[config.mk]
export PLATFORM = sky130hd
export DESIGN_NAME = rr_onehot_arb_flat
export DESIGN_NICKNAME = d
export VERILOG_FILES = /design/src/rtl/rr_onehot_arb_if.sv /design/src/rtl/rr_onehot_arb.sv /design/src/flat_wrapper.sv
export SDC_FILE = /design/constraint.sdc
export NUM_CORES = 1
export LEC_CHECK = 0
export CAP_MARGIN = 0
export CORE_ASPECT_RATIO = 0.7
export CORE_UTILIZATION = 45
export CTS_CLUSTER_DIAMETER = 80
export DETAILED_ROUTE_END_ITERATION = 7
export PLACE_DENSITY = 0.68
export RECOVER_POWER = 50
export SETUP_SLACK_MARGIN = 0.15
export SLEW_MARGIN = 10
export SYNTH_ARGS = -nofsm -noshare
export SYNTH_HDL_FRONTEND = slang
export SYNTH_SLANG_ARGS = --single-unit
[constraint.sdc]
create_clock -name clk -period 3.8 [get_ports clk]
set_input_delay 0.38 -clock clk [delete_from_list [all_inputs] [get_ports clk]]
set_output_delay 0.38 -clock clk [all_outputs]
set_load 0.02 [all_outputs]
[src/rtl/rr_onehot_arb_if.sv]
// Request/grant bundle between the requesters and the round-robin arbiter.
interface rr_onehot_arb_if;
  logic [7:0] req;
  logic       done;
  logic [7:0] gnt;
  logic [2:0] gnt_idx;
  logic       busy;
  logic       timeout;

  // Requester side: raises requests and signals release.
  modport master (
    output req,
    output done,
    input  gnt,
    input  gnt_idx,
    input  busy,
    input  timeout
  );

  // Arbiter side.
  modport slave (
    input  req,
    input  done,
    output gnt,
    output gnt_idx,
    output busy,
    output timeout
  );
endinterface

[src/rtl/rr_onehot_arb.sv]
// Eight-way round-robin arbiter with one-hot grant, hold-time limit and
// a mandatory one-cycle idle turnaround between grants.
module rr_onehot_arb #(
  parameter int unsigned MAX_HOLD = 15
) (
  input  logic           clk,
  input  logic           rst,
  rr_onehot_arb_if.slave bus
);

  localparam int unsigned N_REQ  = 8;
  localparam int unsigned IDX_W  = 3;
  localparam int unsigned HOLD_W = 8;

  typedef enum logic {IDLE, GRANT} state_t;

  state_t              state_q, state_d;
  logic [IDX_W-1:0]    ptr_q, ptr_d;
  logic [HOLD_W-1:0]   hold_q, hold_d;
  logic [N_REQ-1:0]    gnt_q, gnt_d;
  logic [IDX_W-1:0]    gnt_idx_q, gnt_idx_d;
  logic                busy_q, busy_d;
  logic                timeout_q, timeout_d;

  logic [IDX_W-1:0]    pick_idx_c;
  logic                any_req_c;
  logic                normal_rel_c;
  logic                expire_c;
  logic                release_c;

  // First requester in search order ptr, ptr+1, ..., ptr+7.
  always_comb begin
    pick_idx_c = ptr_q;
    for (int i = N_REQ - 1; i >= 0; i--) begin
      if (bus.req[ptr_q + IDX_W'(i)]) pick_idx_c = ptr_q + IDX_W'(i);
    end
  end

  // Release qualifiers for the active grant.
  always_comb begin
    any_req_c    = |bus.req;
    normal_rel_c = bus.done || !bus.req[gnt_idx_q];
    expire_c     = (hold_q == HOLD_W'(MAX_HOLD - 1));
    release_c    = (state_q == GRANT) && (normal_rel_c || expire_c);
  end

  // State and output registers; reset overrides everything.
  always_ff @(posedge clk) begin
    if (rst) begin
      state_q   <= IDLE;
      ptr_q     <= '0;
      hold_q    <= '0;
      gnt_q     <= '0;
      gnt_idx_q <= '0;
      busy_q    <= 1'b0;
      timeout_q <= 1'b0;
    end else begin
      state_q   <= state_d;
      ptr_q     <= ptr_d;
      hold_q    <= hold_d;
      gnt_q     <= gnt_d;
      gnt_idx_q <= gnt_idx_d;
      busy_q    <= busy_d;
      timeout_q <= timeout_d;
    end
  end

  // Next-state logic.
  always_comb begin
    state_d = state_q;
    unique case (state_q)
      IDLE:    if (any_req_c) state_d = GRANT;
      GRANT:   if (release_c) state_d = IDLE;
      default: state_d = IDLE;
    endcase
  end

  // Next values of the registered outputs, pointer and hold counter.
  always_comb begin
    ptr_d     = ptr_q;
    hold_d    = hold_q;
    gnt_d     = gnt_q;
    gnt_idx_d = gnt_idx_q;
    busy_d    = busy_q;
    timeout_d = 1'b0;
    unique case (state_q)
      IDLE: begin
        gnt_d  = '0;
        busy_d = 1'b0;
        if (any_req_c) begin
          gnt_idx_d = pick_idx_c;
          gnt_d     = N_REQ'(1) << pick_idx_c;
          busy_d    = 1'b1;
          hold_d    = '0;
        end
      end
      GRANT: begin
        if (release_c) begin
          gnt_d     = '0;
          busy_d    = 1'b0;
          ptr_d     = gnt_idx_q + IDX_W'(1);
          timeout_d = expire_c && !normal_rel_c;
        end else begin
          hold_d = hold_q + HOLD_W'(1);
        end
      end
      default: begin
        gnt_d  = '0;
        busy_d = 1'b0;
      end
    endcase
  end

  assign bus.gnt     = gnt_q;
  assign bus.gnt_idx = gnt_idx_q;
  assign bus.busy    = busy_q;
  assign bus.timeout = timeout_q;

endmodule

[src/flat_wrapper.sv]
// flat-port wrapper written by rule: the top's interface ports become plain ports
module rr_onehot_arb_flat 
#(
  parameter int unsigned MAX_HOLD = 15
)
  (clk, rst, bus_req, bus_done, bus_gnt, bus_gnt_idx, bus_busy, bus_timeout);
  rr_onehot_arb_if bus_i ();
  input  logic clk;
  input  logic rst;
  input wire logic [$bits(bus_i.req)-1:0] bus_req;
  input wire logic [$bits(bus_i.done)-1:0] bus_done;
  output wire logic [$bits(bus_i.gnt)-1:0] bus_gnt;
  output wire logic [$bits(bus_i.gnt_idx)-1:0] bus_gnt_idx;
  output wire logic [$bits(bus_i.busy)-1:0] bus_busy;
  output wire logic [$bits(bus_i.timeout)-1:0] bus_timeout;
  assign bus_i.req = bus_req;
  assign bus_i.done = bus_done;
  assign bus_gnt = bus_i.gnt;
  assign bus_gnt_idx = bus_i.gnt_idx;
  assign bus_busy = bus_i.busy;
  assign bus_timeout = bus_i.timeout;
  rr_onehot_arb #(.MAX_HOLD(MAX_HOLD)) u_core (.clk(clk), .rst(rst), .bus(bus_i));
endmodule
==> results of run 1 <==
-- cell families after synthesis --
family / count (synthesis) / synth area share
AO/OA/AOI/OAI: 51 / 0.192
AND/OR/NAND/NOR: 75 / 0.192
buffers and inverters: 20 / 0.0478
adder cells (fa/ha/maj): 5 / 0.0314
flip-flops: 25 / 0.251
multiplexers: 30 / 0.241
XOR/XNOR: 10 / 0.0440
-- how the worst min path moves through the flow --
stage / startpoint / end / slack (ns) / depth (start not counted)
global route: u_core.bus.gnt[3]$_SDFFE_PP0P_ / u_core.bus.gnt[3]$_SDFFE_PP0P_ / 0.47 / 2
floorplan: u_core.state_q$_SDFF_PP0_ / u_core.bus.timeout$_SDFF_PP0_ / 0.45 / 2
CTS: u_core.bus.gnt[2]$_SDFFE_PP0P_ / u_core.bus.gnt[2]$_SDFFE_PP0P_ / 0.46 / 2
finish: u_core.bus.gnt[2]$_SDFFE_PP0P_ / u_core.bus.gnt[2]$_SDFFE_PP0P_ / 0.45 / 2
detailed placement: u_core.bus.gnt[7]$_SDFFE_PP0P_ / u_core.bus.gnt[7]$_SDFFE_PP0P_ / 0.45 / 2
global placement: u_core.bus.gnt[7]$_SDFFE_PP0P_ / u_core.bus.gnt[7]$_SDFFE_PP0P_ / 0.44 / 2
-- synth_stat cells (all sizes together) (2+ instances only) --
library cell,count
and2,5
o21ai,6
nor2,18
nand2,18
nand3b,2
xnor2,3
a211oi,6
dfxtp,25
o31ai,4
nor2b,2
nor3,5
mux2i,15
nor4,3
clkbuf,4
o21a,2
a21oi,12
nand4,2
buf,7
clkinv,2
o221ai,3
ha,5
nand2b,3
inv,7
a221o,2
mux4,12
nand3,11
a32o,4
mux2,3
a22o,2
xor2,7
-- power groups by stage --
stage	Sequential [mW]	Clock, mW	Combinational, mW
2_1_floorplan	0.351	0	0.460
3_3_place_gp	0.334	0	0.632
3_5_place_dp	0.335	0	0.632
4_1_cts	0.329	0.156	0.634
5_1_grt	0.332	0.165	0.685
6_report	0.327	0.152	0.631
-- flip-flops by register name, summed over array words and instances, names as in the netlist --
| name | flops |
|---|---|
| u_core.bus.busy | 1 |
| u_core.bus.gnt | 8 |
| u_core.bus.gnt_idx | 3 |
| u_core.bus.timeout | 1 |
| u_core.hold_q | 8 |
| u_core.ptr_q | 3 |
| u_core.state_q | 1 |
-- critical path, cell delays in order, from the launching register on --
cell and delay (ns):
dfxtp_1 0.34, clkinv_1 0.22, ha_1 0.67, mux4_2 0.65
a221o_1 0.33, a222oi_1 0.35, o21ai_1 0.09, o21a_2 0.16
mux2_4 0.27, nor2_2 0.07
-- metal layers --
layer,share of wire,up-vias,wire (µm),GRT usage
li1,-,868,-,-
met1,0.53,780,2320,0.323
met2,0.39,58,1710,0.264
met3,0.073,2,319,0.0409
met4,0.0021,0,9,0.0230
met5,0,-,0,0
-- area by class of cell --
type                            count  area, µm²  area share
Multi-Input combinational cell    171       1390       0.608
Sequential cell                    25        500       0.219
Timing Repair Buffer               26        253       0.111
Tap cell                           52       65.1      0.0285
Clock buffer                        4       45.0      0.0197
Inverter                            9       33.8      0.0148
-- through the flow --
step	hold WS, ns	instances	util
CTS	0.462	287	0.564
global placement	0.442	283	0.553
finish	0.450	287	0.562
floorplan	0.448	216	-
global route	0.474	287	0.562
detailed placement	0.447	283	0.553
-- placed cells by master, fill, tap and decap left out, types with 3 or more instances in the layout --
cell             instances
a32o_1                   4
nor2_1                  17
nor3_1                   4
o31ai_1                  4
a21oi_1                 12
buf_4                    3
ha_1                     5
nand2b_1                 3
dlygate4sd3_1           14
xor2_1                   7
mux4_1                   4
mux2i_1                 13
nand2_1                 18
clkdlybuf4s50_1          9
o221ai_1                 3
a211oi_1                 5
mux4_2                   8
nor4_1                   3
o21ai_0                  4
clkbuf_8                 3
inv_1                    6
dfxtp_1                 25
xnor2_1                  3
and2_1                   5
nand3_1                 11
==> qor.txt, run 1 <==
Yosys Warn Count: 0
reg2reg start: u_core.ptr_q[0]$_SDFFE_PP0P_
Synth Area per Inst: 9.22 µm²
Worst R2R Path Depth: 9
worst hold-check path type: flop to flop
IO Pins: 24
Comb pwr share: 0.569
total track usage: 0.196
dpl hpwl: 3.34 mm
Power Density: 485 mW/mm²
Antenna Nets Post-Route: 0
number of flops mapped to enable cells by yosys: 0
Area growth syn-to-layout: 14.8%
CP max FO: 11
leakage: 0.858 nW
total power: 1.11 mW
post-synth top area share: 0.251
Fin. Hold Viols: 0
drt pass-1 iters: 5
Tcrit/Tclk final: 0.851
DP Area: 0.00225 mm²
vias: 1708
CP Data Required Time: 4.00 ns
Vias per Instance: 5.95
chip width: 81.5 µm
Synth async-reset ratio: 0
setup TNS: 0 ns
port bufs: 23
diodes inserted: 0
Clk pwr share: 0.137
ranking of synthesized cells by area: dfxtp_1 25%, mux4_2 9.1%, mux2i_1 6.5%, mux4_1 5.3%, nand2_1 3.4%
Pint: 0.643 mW
IR drop worst, VDD: 0.260 mV
CTS buffer count: 3
r2r setup slk: 0.56 ns
Routed Wire Length: 4.36 mm
1st-iter DRT viols: 144
root buffer cell: clkbuf_8
Syn Inst Count: 216
clk slew on worst S/H paths: 0.08 ns
max cap viols: 0
post-synthesis sequential area ratio: 0.251
Switching Power: 0.466 mW
fill cell count: 369
arrival time at the worst endpoint: 3.43 ns
terminus of the critical flop-to-flop path: u_core.bus.gnt_idx[2]$_SDFFE_PP0P_
Clock Skew: 0.00739 ns
Clock Path Buffers: 2
Placer Congestion: 0.882
CTS tree: yes
number of global-route vias before repair: 1476
detailed-route DRC error count: 0
post-synthesis sequential element count: 25
design area: 0.00229 mm²
# setup viols final: 0
worst slew pin tran: 0.848 ns
initial antenna violation count: 0
# resized after CTS: 0
# clock sinks: 25
layout cells sized above 1: 0.111
min Tclk post-route: 3.24 ns
dominant cell type by area after synthesis: dfxtp_1
Max-Slew Margin vs Limit: 0.426
Worst-Skew Late Latency: 0.26 ns
nature of the critical path endpoint: flop
Core Region: 0.00407 mm²
Initial Utilization: 0.490
largest net degree at the start of global routing: 19
Synth Flop Type: dfxtp_1
outcome: completed
CP Launch Point: u_core.ptr_q[0]$_SDFFE_PP0P_
crit path to: u_core.bus.gnt_idx[2]$_SDFFE_PP0P_
critical path class: flop to flop
Reg power frac: 0.294
setup bufs post-CTS: 0
Std-Cell Rows: 19
RSZ-0062 raised after global routing: no
Syn Nets: 232
H-Tree Depth: 1
Hold Buf Count CTS: 0
layout net count: 252
first-pass GRT wire length: 7.09 mm
Sw Share: 0.420
Die Ht: 57.6 µm
Die ar.: 0.00470 mm²
slack of the critical path: 0.565 ns
Synth cell types: 57
WL per Instance: 15.2 µm
Setup crit start kind: flop
Syn Std Cell Area: 0.00199 mm²
DP Worst Slack: 0.594 ns
Fmax: 309 MHz
Final Max Tran Viols: 0
total gr overflow: 0
(Power assumes the default switching activity.)
==> run 2: changes to the inputs <==
CTS_CLUSTER_DIAMETER = 50   (was 80)
==> results of run 2 <==
Same layout as run 1: the final DEF is identical, and so are final timing and power.
